### src/rtl/sar_key_loader.sv
// -----------------------------------------------------------------------------
// sar_key_loader
//
// Upstream key stage for the SarLock-locked c17 netlist. It receives the
// KEY_W-bit key serially (LSB first) followed by one even-parity bit over a
// valid/ready link. A key that passes parity is committed in one step to a
// registered key bus that drives keyinput0..keyinput<KEY_W-1>. Until a good
// key is committed the bus is all-zero, which keeps the locked circuit
// corrupted. MAX_RETRY consecutive parity failures lock the loader out until
// reset.
//
// Ports:
//   clk        in   rising-edge clock
//   rst        in   asynchronous active-high reset
//   load_start in   one-cycle request to begin a key transfer
//   ser_data   in   serial key / parity bit
//   ser_valid  in   ser_data valid
//   ser_ready  out  loader accepts a bit this cycle
//   key_out    out  committed key, bit i -> keyinput<i>
//   key_valid  out  key_out holds a parity-checked key
//   key_err    out  last transfer failed parity
//   key_dead   out  retry limit reached, sticky until rst
//   busy       out  transfer or parity check in progress
//
// Every output comes straight from a flop; the flops that mirror the state
// (ser_ready, busy, key_dead) are loaded from the next-state value so they
// line up with the state register without any input-to-output path.
// -----------------------------------------------------------------------------
module sar_key_loader #(
  parameter int KEY_W     = 10,
  parameter int MAX_RETRY = 3,
  parameter bit RELOAD_EN = 1'b0
) (
  input  logic             clk,
  input  logic             rst,
  input  logic             load_start,
  input  logic             ser_data,
  input  logic             ser_valid,
  output logic             ser_ready,
  output logic [KEY_W-1:0] key_out,
  output logic             key_valid,
  output logic             key_err,
  output logic             key_dead,
  output logic             busy
);

  typedef enum logic [2:0] {
    IDLE   = 3'd0,
    SHIFT  = 3'd1,
    CHECK  = 3'd2,
    LOCKED = 3'd3,
    ERR    = 3'd4,
    DEAD   = 3'd5
  } state_t;

  // Bit counter must reach KEY_W (the parity slot).
  localparam int               CNT_W       = $clog2(KEY_W + 1);
  localparam logic [CNT_W-1:0] LAST_BIT    = CNT_W'(KEY_W);
  localparam logic [CNT_W-1:0] CNT_ONE     = CNT_W'(1);
  localparam logic [3:0]       MAX_RETRY_C = 4'(MAX_RETRY);
  localparam logic [KEY_W-1:0] KEY_ZERO    = {KEY_W{1'b0}};

  // Returns 1 when data plus its parity bit holds an odd number of ones,
  // i.e. the even-parity check fails.
  function automatic logic parity_fail(input logic [KEY_W-1:0] data,
                                       input logic             par);
    return (^data) ^ par;
  endfunction

  state_t             state_r, state_s;
  logic [CNT_W-1:0]   bit_cnt_r, bit_cnt_s;
  logic [KEY_W-1:0]   shadow_r, shadow_s;
  logic               parity_r, parity_s;
  logic [3:0]         retry_r, retry_s, retry_inc_s;
  logic [KEY_W-1:0]   key_out_r, key_out_s;
  logic               key_valid_r, key_valid_s;
  logic               key_err_r, key_err_s;
  logic               key_dead_r;
  logic               busy_r;
  logic               ser_ready_r;
  logic               xfer_s;

  // ser_ready_r is 1 exactly while the state register holds SHIFT.
  assign xfer_s = ser_valid & ser_ready_r;

  // Next-state and next-register logic; everything holds unless a state acts.
  always_comb begin
    state_s     = state_r;
    bit_cnt_s   = bit_cnt_r;
    shadow_s    = shadow_r;
    parity_s    = parity_r;
    retry_s     = retry_r;
    key_out_s   = key_out_r;
    key_valid_s = key_valid_r;
    key_err_s   = key_err_r;
    // Saturating increment so the counter can never wrap past the limit.
    if (retry_r >= MAX_RETRY_C) begin
      retry_inc_s = retry_r;
    end else begin
      retry_inc_s = retry_r + 4'd1;
    end

    case (state_r)
      IDLE: begin
        if (load_start) begin
          state_s   = SHIFT;
          bit_cnt_s = {CNT_W{1'b0}};
          shadow_s  = KEY_ZERO;
        end else begin
          state_s = IDLE;
        end
      end

      SHIFT: begin
        if (xfer_s) begin
          if (bit_cnt_r == LAST_BIT) begin
            parity_s = ser_data;
            state_s  = CHECK;
          end else begin
            // LSB first: transfer n lands in shadow bit n.
            shadow_s  = shadow_r | ({{(KEY_W-1){1'b0}}, ser_data} << bit_cnt_r);
            bit_cnt_s = bit_cnt_r + CNT_ONE;
          end
        end else begin
          state_s = SHIFT;
        end
      end

      CHECK: begin
        if (!parity_fail(shadow_r, parity_r)) begin
          key_out_s   = shadow_r;
          key_valid_s = 1'b1;
          key_err_s   = 1'b0;
          retry_s     = 4'd0;
          state_s     = LOCKED;
        end else begin
          key_err_s = 1'b1;
          retry_s   = retry_inc_s;
          if (retry_inc_s == MAX_RETRY_C) begin
            state_s     = DEAD;
            key_out_s   = KEY_ZERO;
            key_valid_s = 1'b0;
          end else begin
            // A failed re-key leaves the previously committed key in place.
            state_s = ERR;
          end
        end
      end

      LOCKED: begin
        if (load_start && RELOAD_EN) begin
          state_s   = SHIFT;
          bit_cnt_s = {CNT_W{1'b0}};
          shadow_s  = KEY_ZERO;
        end else begin
          state_s = LOCKED;
        end
      end

      ERR: begin
        if (load_start) begin
          state_s   = SHIFT;
          bit_cnt_s = {CNT_W{1'b0}};
          shadow_s  = KEY_ZERO;
          key_err_s = 1'b0;
        end else begin
          state_s = ERR;
        end
      end

      DEAD: begin
        state_s     = DEAD;
        key_out_s   = KEY_ZERO;
        key_valid_s = 1'b0;
      end

      default: begin
        // Illegal encoding: fall back to the safe, key-less idle state.
        state_s     = IDLE;
        bit_cnt_s   = {CNT_W{1'b0}};
        shadow_s    = KEY_ZERO;
        key_out_s   = KEY_ZERO;
        key_valid_s = 1'b0;
      end
    endcase
  end

  // State register, datapath registers and state-mirroring output flops.
  always_ff @(posedge clk or posedge rst) begin
    if (rst) begin
      state_r     <= IDLE;
      bit_cnt_r   <= {CNT_W{1'b0}};
      shadow_r    <= KEY_ZERO;
      parity_r    <= 1'b0;
      retry_r     <= 4'd0;
      key_out_r   <= KEY_ZERO;
      key_valid_r <= 1'b0;
      key_err_r   <= 1'b0;
      key_dead_r  <= 1'b0;
      busy_r      <= 1'b0;
      ser_ready_r <= 1'b0;
    end else begin
      state_r     <= state_s;
      bit_cnt_r   <= bit_cnt_s;
      shadow_r    <= shadow_s;
      parity_r    <= parity_s;
      retry_r     <= retry_s;
      key_out_r   <= key_out_s;
      key_valid_r <= key_valid_s;
      key_err_r   <= key_err_s;
      key_dead_r  <= (state_s == DEAD);
      busy_r      <= (state_s == SHIFT) || (state_s == CHECK);
      ser_ready_r <= (state_s == SHIFT);
    end
  end

  assign ser_ready = ser_ready_r;
  assign key_out   = key_out_r;
  assign key_valid = key_valid_r;
  assign key_err   = key_err_r;
  assign key_dead  = key_dead_r;
  assign busy      = busy_r;

endmodule

### config.mk
export PLATFORM = sky130hd
export DESIGN_NAME = sar_key_loader
export DESIGN_NICKNAME = d
export VERILOG_FILES = /design/src/rtl/sar_key_loader.sv
export SDC_FILE = /design/constraint.sdc
export NUM_CORES = 1
export LEC_CHECK = 0
export CORE_MARGIN = 5
export CORE_UTILIZATION = 40
export DETAILED_ROUTE_END_ITERATION = 10
export PLACE_DENSITY_LB_ADDON = 0.08
export SLEW_MARGIN = 20
export SYNTH_ARGS = -nofsm -noshare
export SYNTH_HDL_FRONTEND = slang
export SYNTH_SLANG_ARGS = --single-unit
### constraint.sdc
create_clock -name clk -period 4.6 [get_ports clk]
set_input_delay 0.92 -clock clk [delete_from_list [all_inputs] [get_ports clk]]
set_output_delay 0.92 -clock clk [all_outputs]
set_load 0.02 [all_outputs]
==> results of run 1 <==
==> logic make-up after synthesis <==
family	Yosys count	synth area share, %
fa+ha+maj	3	2.06
mux	3	1.78
buf+inv	10	3.02
xor+xnor	12	6.52
compound gates	35	15.8
flops	37	50.8
simple gates	65	20.0
==> worst max-delay path by stage <==
stage	start	to	slack, ns
floorplan	load_start	shadow_r[0]$_DFFE_PP0P_	2.63
global placement	load_start	bit_cnt_r[2]$_DFFE_PP0P_	1.93
detailed placement	load_start	shadow_r[5]$_DFFE_PP0P_	1.92
CTS	load_start	shadow_r[5]$_DFFE_PP0P_	2.23
global route	load_start	shadow_r[3]$_DFFE_PP0P_	2.12
finish	load_start	shadow_r[0]$_DFFE_PP0P_	2.23
==> sequential cells by signal, indices dropped and copies added (netlist names) <==
signal	flops
parity_r	1
busy	1
state_r	3
retry_r	4
key_err	1
key_valid	1
bit_cnt_r	4
shadow_r	10
ser_ready	1
key_dead	1
key_out	10
==> power groups by stage <==
stage | combinational, mW | sequential (mW) | clock (mW)
4_1_cts | 0.0119 | 0.325 | 0.293
3_3_place_gp | 0.0115 | 0.331 | 0
5_1_grt | 0.0134 | 0.325 | 0.307
3_5_place_dp | 0.0119 | 0.331 | 0
2_1_floorplan | 0.00500 | 0.331 | 0
6_report | 0.0114 | 0.325 | 0.287
==> cells in the final DEF, fill, tap and decap left out, types with 3 or more instances in the layout <==
| cell type | synthesis | final |
|---|---|---|
| clkbuf_8 | 0 | 5 |
| o21ai_0 | 4 | 4 |
| and3_1 | 3 | 3 |
| dfrtp_1 | 37 | 37 |
| nor2_1 | 14 | 14 |
| nand2_1 | 8 | 8 |
| nor3_1 | 6 | 6 |
| a221o_1 | 10 | 10 |
| a22o_1 | 8 | 8 |
| nor2b_1 | 6 | 6 |
| and2_1 | 11 | 11 |
| nand2b_1 | 5 | 5 |
| clkdlybuf4s50_1 | 0 | 19 |
| ha_1 | 3 | 3 |
| nand3_1 | 3 | 3 |
| xnor2_1 | 10 | 10 |
==> cell type report <==
cell class	count	area, sq um
Inverter	3	11.3
Fill cell	395	2220
Multi-Input combinational cell	118	843
Timing Repair Buffer	21	205
Clock buffer	5	68.8
Sequential cell	37	926
Clock inverter	3	46.3
Tap cell	52	65.1
==> per-stage QoR <==
stage          cell area, sq um  util, %
3_3_place_gp               2050     46.8
3_5_place_dp               2050     46.8
4_1_cts                    2170     49.4
2_1_floorplan              1820        -
5_1_grt                    2170     49.4
6_report                   2170     49.4
==> layer usage <==
metal  routed length, um  vias to the layer above  GRT usage (%)
met4                  81                        0           7.56
met5                   0                        -              0
met1                1810                      627           18.1
met2                1580                       26           19.4
li1                    -                      643              -
met3                 146                        8           2.78
==> critical path, cell delays in order <==
cell and delay [ns]:
clkdlybuf4s50_1 0.49, o21bai_1 0.10, nor2b_1 0.18, a211oi_2 0.43, and4bb_2 0.35, a22o_1 0.13
==> results.cfg, run 1 <==
[logic_synthesis]
synth_nets = 173
synth_most_common_cell = dfrtp_1
async_flop_share_pct = 100
synth_top_area_share_pct = 50.8
avgSynthCellArea_sq_um = 11.1
yosysTopAreaCell = dfrtp_1
yosys_register_bits = 37
synth_ff_type = dfrtp_1
ys_types = 41
synth_cells = 165
synth_area_sq_mm = 0.00182
yosysWarnings = 0
synth_edf_count = 0
synth.area.top_cells = dfrtp_1 (51%), a221o_1 (5.5%), xnor2_1 (4.8%), a22o_1 (3.8%), and2_1 (3.8%)
synthTopCellsByCount = dfrtp_1 (37), nor2_1 (14), and2_1 (11)
yosysSeqAreaShare_pct = 50.8

[floorplanning]
die_h_um = 77.5
die_area_sq_mm = 0.00601
dieWidth_um = 77.5
fp.coreArea_sq_mm = 0.00438
io_pins = 20
rows = 24
start_util_pct = 41.6

[hold_path]
hold_end = key_valid$_DFFE_PP0P_
worstHoldStart = key_valid$_DFFE_PP0P_
worstHoldPathType = flop to flop
whs_path_depth = 1

[worst_setup_path]
crit_type = input pin to flop
startpoint_type = input pin
rrSetupSlack_ns = 2.54
cp.required_ns = 4.84
arrival_ns = 2.61
reg2reg_depth = 7
worstSetupEndpointType = flop
r2r_start = retry_r[0]$_DFFE_PP0P_
cp_max_fo = 7
r2r_end = key_out[8]$_DFFE_PP0P_

[place]
io_buffers = 19
gp_congestion = 0.771
post-place-ws_ns = 1.92
hpwl_um = 2580
placedCellCount = 231

[cts]
cts_tree = built
clock-sinks = 37
cts_setup_buffers = 0
postCtsHoldBufs = 0
clk_path_buf_depth = 2
cts-root-buf = clkbuf_8
htreeDepth = 2
post_cts_resized = 0
cts_inserted_buffers = 5
clkLatencyLatePin_ns = 0.30
cts.clk_slew.worst_paths_ns = 0.08

[pwr]
p_int_mw = 0.491
p_leak_nw = 0.977
p_total_mw = 0.624
switchingPower_mw = 0.133
power.share.sequential_pct = 52.1
p_sw_share_pct = 21.3
clock_power_share_pct = 46.1
power_frac_comb_pct = 1.8
p_per_area_mw_per_mm2 = 288
ir_worst_vdd_mv = 0.128

[route]
via_count = 1304
drt_first_pass_iters = 4
wl_um = 3620
drcViolationCount = 0
avgRoutedWirePerCell_um = 15.1
ant_nets = 0
drt_iter0_markers = 62
routed_via_density = 5.46

[sta]
finalMaxSlewViolations = 0
hold_violations = 0
fin_ws_ns = 2.23
relSlewSlack_pct = 51.8
fin_crit_sh_pct = 51.5
whs_ns = 0.507
tightest_slew_ns = 0.703
final.setup.tns_ns = 0
post-route-min-period_ns = 2.37
fmax_mhz = 422
rsz0062_at_grt = false
fin_skew_ns = 0.00809
setup_violations = 0

[cells_and_area]
fin_cells = 239
drive_gt1_share_pct = 9.09
finalNetCount = 194
diodes = 0
area_growth_pct = 18.7

[run_status]
status = finished, final reports clean

[global_route]
grt_pass1_vias = 1320
grt_pass1_wl_um = 6420
grt_max_degree = 30
antenna_found_initial = 0
gr-total-overflow = 0
grt_use_total_pct = 13.3

[run]
drv_cap = 0
Note: power is estimated with default switching activity, not from simulation.
==> inputs of run 2 (changes only) <==
==> constraint.sdc (replaced) <==
create_clock -name clk -period 2.3 [get_ports clk]
set_input_delay 0.46 -clock clk [delete_from_list [all_inputs] [get_ports clk]]
set_output_delay 0.46 -clock clk [all_outputs]
set_load 0.02 [all_outputs]
==> run 2 against run 1 <==
Worst setup slack worse by 2.0 ns. Routed wire length grew 3.3%. Via count is 4.8% higher. Clock skew is 0.00084 ns lower. Sequential power up 100%. Worst hold slack better by 0.021 ns. Critical path type is now flop to flop. Largest cell class unchanged.
==> results.cfg, run 2 (synthesis gave the netlist of run 1 again) <==
[run_status]
status = finished, final reports clean

[floorplanning]
start_util_pct = 41.6
io_pins = 20
fp.coreArea_sq_mm = 0.00438
die_area_sq_mm = 0.00601
rows = 24
die_h_um = 77.5
dieWidth_um = 77.5

[cts]
clkLatencyLatePin_ns = 0.29
cts-root-buf = clkbuf_8
htreeDepth = 2
clock-sinks = 37
cts.clk_slew.worst_paths_ns = 0.07
cts_setup_buffers = 0
cts_inserted_buffers = 5
clk_path_buf_depth = 2
cts_tree = built

[global_route]
grt_pass1_wl_um = 6460
gr-total-overflow = 0
antenna_found_initial = 0
grt_use_total_pct = 13.5
grt_pass1_vias = 1307
grt_max_degree = 38

[pwr]
p_total_mw = 1.11
p_leak_nw = 1.02
p_per_area_mw_per_mm2 = 497
ir_worst_vdd_mv = 0.167

[route]
routed_via_density = 5.44
ant_nets = 0
drcViolationCount = 0
drt_iter0_markers = 67
wl_um = 3740
avgRoutedWirePerCell_um = 14.9
via_count = 1366
drt_first_pass_iters = 4

[worst_setup_path]
startpoint_type = flop
crit_path_top_delay_cell = nor3_1
arrival_ns = 2.26
r2r_start = retry_r[1]$_DFFE_PP0P_
worstPathCellList = ha_1 > nor3b_1 > a31oi_1 > nor3_1 > nor3_2 > a221o_1
critPathLaunch = retry_r[1]$_DFFE_PP0P_
worstSetupEndpointType = flop
cp_max_fo = 11
crit_type = flop to flop
cpPeakStageDelay_ns = 0.41
cp.required_ns = 2.47

[place]
gp_congestion = 0.809
io_buffers = 19
post-place-ws_ns = -0.0938
hpwl_um = 2770
placedCellCount = 243

[hold_path]
worstHoldStart = key_err$_DFFE_PP0P_
worstHoldPathType = flop to flop

[cells_and_area]
finalNetCount = 206
fin_util_pct = 50.8
most-common-layout-cells = dfrtp_1 (37), clkdlybuf4s50_1 (19), nor2_1 (14), buf_4 (14), and2_1 (11)
fillers = 391
fin_cells = 251
diodes = 0
drive_gt1_share_pct = 13.1
final_common_cell = dfrtp_1
area_growth_pct = 22.0

[sta]
fin_skew_ns = 0.00724
relSlewSlack_pct = 52.6
setup_violations = 0
fin_ws_ns = 0.215
hold_violations = 0
fmax_mhz = 480
tightest_slew_ns = 0.691
rsz0062_at_grt = false
post-route-min-period_ns = 2.08
fin_crit_sh_pct = 90.6
finalMaxSlewViolations = 0

[run]
drv_cap = 0
[run 2: cell types whose count changed in the layout (fill, tap and decap cells not counted)]
cell,previous run,this run
buf_4,2,14
clkbuf_1,0,3
bufinv_16,1,0
clkinv_4,1,0
clkinvlp_4,1,0
inv_1,2,3
inv_2,1,0
nor3_1,6,5
nor3_2,0,1
[run 2: repair_timing]
| action | in CTS | in global routing |
|---|---|---|
| gates resized for setup | 1 | 0 |
| endpoints found under the setup margin | 11 | 0 |
| hold buffers | 0 | 0 |
[run 2: layout make-up]
cell class                 count  area, sq um  area share (%)
multi-input combinational    118          848            38.1
clock buffer                   8         80.1            3.60
inverter                       3         11.3           0.506
timing repair buffer          33          295            13.3
tap                           52         65.1            2.92
sequential                    37          926            41.6
[run 2: critical path, delay by kind of cell (launching register included)]
kind	cells	cell delay [ns]
AOI/OAI and AO/OA	2	0.45
adders and majority gates	1	0.30
DFF	1	0.40
and+or+nand+nor	3	0.81
[run 2: worst paths after layout]
check                                           endpoint  slack (ns)  cells after the start
worst max register to register    key_out[5]$_DFFE_PP0P_        0.22                      6
worst min-delay path                 key_err$_DFFE_PP0P_        0.53                      2
max in group asynchronous       bit_cnt_r[1]$_DFFE_PP0P_        1.38                      3
worst min register to register       key_err$_DFFE_PP0P_        0.53                      2
min in group asynchronous         key_out[9]$_DFFE_PP0P_        0.58                      3
worst max-delay path              key_out[5]$_DFFE_PP0P_        0.22                      6
[run 2: per-layer routing]
metal / vias up / wire, um / track usage, %
li1: 662 / - / -
met1: 672 / 1770 / 18.5
met2: 24 / 1760 / 19.7
met3: 8 / 134 / 3.47
met4: 0 / 78 / 6.53
met5: - / 0 / 0
[run 2: where the power goes]
group | switching, mW | internal (mW)
Clock | 0.218 | 0.215
Sequential | 0 | 0.650
Combinational | 0.0149 | 0.00750
Total | 0.233 | 0.873
[run 2: per-stage QoR]
step / area, sq um / hold WS, ns / setup TNS [ns]
floorplan: 1820 / 0.489 / 0
global placement: 2140 / 0.489 / -0.145
detailed placement: 2140 / 0.511 / -0.880
CTS: 2230 / 0.535 / 0
global route: 2230 / 0.554 / 0
finish: 2230 / 0.528 / 0
==> inputs of run 3 (changes only) <==
--- a/config.mk
+++ b/config.mk
@@ -9,6 +9,7 @@
 export CORE_UTILIZATION = 40
 export DETAILED_ROUTE_END_ITERATION = 10
 export PLACE_DENSITY_LB_ADDON = 0.08
+export RECOVER_POWER = 25
 export SLEW_MARGIN = 20
 export SYNTH_ARGS = -nofsm -noshare
 export SYNTH_HDL_FRONTEND = slang
==> run 3 against run 2 <==
Critical path depth unchanged. Count of clock-buffer cells in the layout is the same. Critical endpoint unchanged. Largest power group unchanged. Maximum frequency hardly changed. Routed wire length is essentially flat. Utilization down 0.057 points.
==> results.cfg, run 3 (synthesis gave the netlist of run 1 again) <==
[cts]
postCtsHoldBufs = 0
clkLatencyLatePin_ns = 0.29
clk_path_buf_depth = 2
cts_setup_buffers = 0
cts.clk_slew.worst_paths_ns = 0.07
clock-sinks = 37
cts_tree = built
htreeDepth = 2
cts-root-buf = clkbuf_8
cts_inserted_buffers = 5

[sta]
fin_skew_ns = 0.00724
rsz0062_at_grt = false
fin_ws_ns = 0.216
setup_violations = 0
tightest_slew_ns = 0.914
post-route-min-period_ns = 2.08
hold_violations = 0
whs_ns = 0.528
relSlewSlack_pct = 39.1
fmax_mhz = 480
finalMaxSlewViolations = 0
fin_crit_sh_pct = 90.6

[route]
via_count = 1367
drt_iter0_markers = 67
drt_first_pass_iters = 4
avgRoutedWirePerCell_um = 14.9
ant_nets = 0
routed_via_density = 5.45
wl_um = 3740
drcViolationCount = 0

[cells_and_area]
drive_gt1_share_pct = 13.1
diodes = 0
finalNetCount = 206
most-common-layout-cells = dfrtp_1 (37), clkdlybuf4s50_1 (18), nor2_1 (14)
design_area_sq_mm = 0.00222
final_common_cell = dfrtp_1
area_growth_pct = 21.9

[pwr]
p_total_mw = 1.10
p_leak_nw = 1.02
p_per_area_mw_per_mm2 = 497
ir_worst_vdd_mv = 0.167

[worst_setup_path]
worstSetupEndpointType = flop
crit_type = flop to flop
arrival_ns = 2.26
r2r_end = key_out[5]$_DFFE_PP0P_
crit_path_top_delay_cell = nor3_1
rrSetupSlack_ns = 0.22
startpoint_type = flop
reg2reg_depth = 6
worstPathCellList = ha_1 > nor3b_1 > a31oi_1 > nor3_1 > nor3_2 > a221o_1
critPathLaunch = retry_r[1]$_DFFE_PP0P_
cpPeakStageDelay_ns = 0.41
cp.required_ns = 2.47
r2r_start = retry_r[1]$_DFFE_PP0P_
cp_max_fo = 11

[global_route]
antenna_found_initial = 0
grt_use_total_pct = 13.5
gr-total-overflow = 0
grt_pass1_wl_um = 6460
grt_max_degree = 38
grt_pass1_vias = 1307

[hold_path]
worstHoldPathType = flop to flop
hold_end = key_err$_DFFE_PP0P_
worstHoldStart = key_err$_DFFE_PP0P_
whs_path_depth = 2

[floorplanning]
rows = 24
fp.coreArea_sq_mm = 0.00438
io_pins = 20
die_h_um = 77.5
dieWidth_um = 77.5
die_area_sq_mm = 0.00601
start_util_pct = 41.6

[run]
drv_cap = 0

[place]
gp_congestion = 0.809
dpl-instance-area_sq_mm = 0.00214
io_buffers = 19
post-place-ws_ns = -0.0938
hpwl_um = 2770

[run_status]
status = finished, final reports clean
run 3: stage by stage:
step | cells | util [%] | setup TNS (ns)
3_5_place_dp | 243 | 48.8 | -0.880
2_1_floorplan | 165 | - | 0
3_3_place_gp | 243 | 48.8 | -0.145
6_report | 251 | 50.7 | 0
4_1_cts | 251 | 50.8 | 0
5_1_grt | 251 | 50.7 | 0
run 3: critical path: cells and delay by family (launching register included):
family,cells,cell delay (ns)
AO/OA/AOI/OAI,2,0.45
adder cells (fa/ha/maj),1,0.30
flip-flops,1,0.40
AND/OR/NAND/NOR,3,0.81
run 3: per-layer routing:
layer  vias up  part of all wire (%)  global-route usage (%)
li1        662                     -                       -
met1       673                    47                    18.5
met2        24                    47                    19.7
met3         8                   3.6                    3.47
met4         0                   2.1                    6.53
met5         -                     0                       0
run 3: worst max-delay path by stage:
| stage | endpoint | slack (ns) | depth (start not counted) |
|---|---|---|---|
| after detailed placement | key_out[2]$_DFFE_PP0P_ | -0.09 | 5 |
| after CTS | key_out[2]$_DFFE_PP0P_ | 0.19 | 6 |
| after global placement | key_out[7]$_DFFE_PP0P_ | -0.02 | 5 |
| after floorplan | key_out[0]$_DFFE_PP0P_ | 0.37 | 7 |
| final | key_out[5]$_DFFE_PP0P_ | 0.22 | 6 |
| after global routing | key_out[5]$_DFFE_PP0P_ | 0.10 | 6 |
run 3: report_power, final:
part           internal [mW]  leakage [nW]  switching, mW
Combinational        0.00657         0.491         0.0149
Sequential             0.651         0.491              0
Clock                  0.215        0.0395          0.218
Total                  0.872          1.02          0.233
run 3: repair_timing:
action,CTS,global route
endpoints found under the hold margin,0,0
endpoints found under the setup margin,11,0
resized for setup,1,0
run 3: final cells by class:
type	count	area, sq um
fillers	392	2160
flip-flops and latches	37	926
multi-input cells	118	848
repair buffers	33	293
clock buffers	8	80.1
well taps	52	65.1
inverters	3	11.3
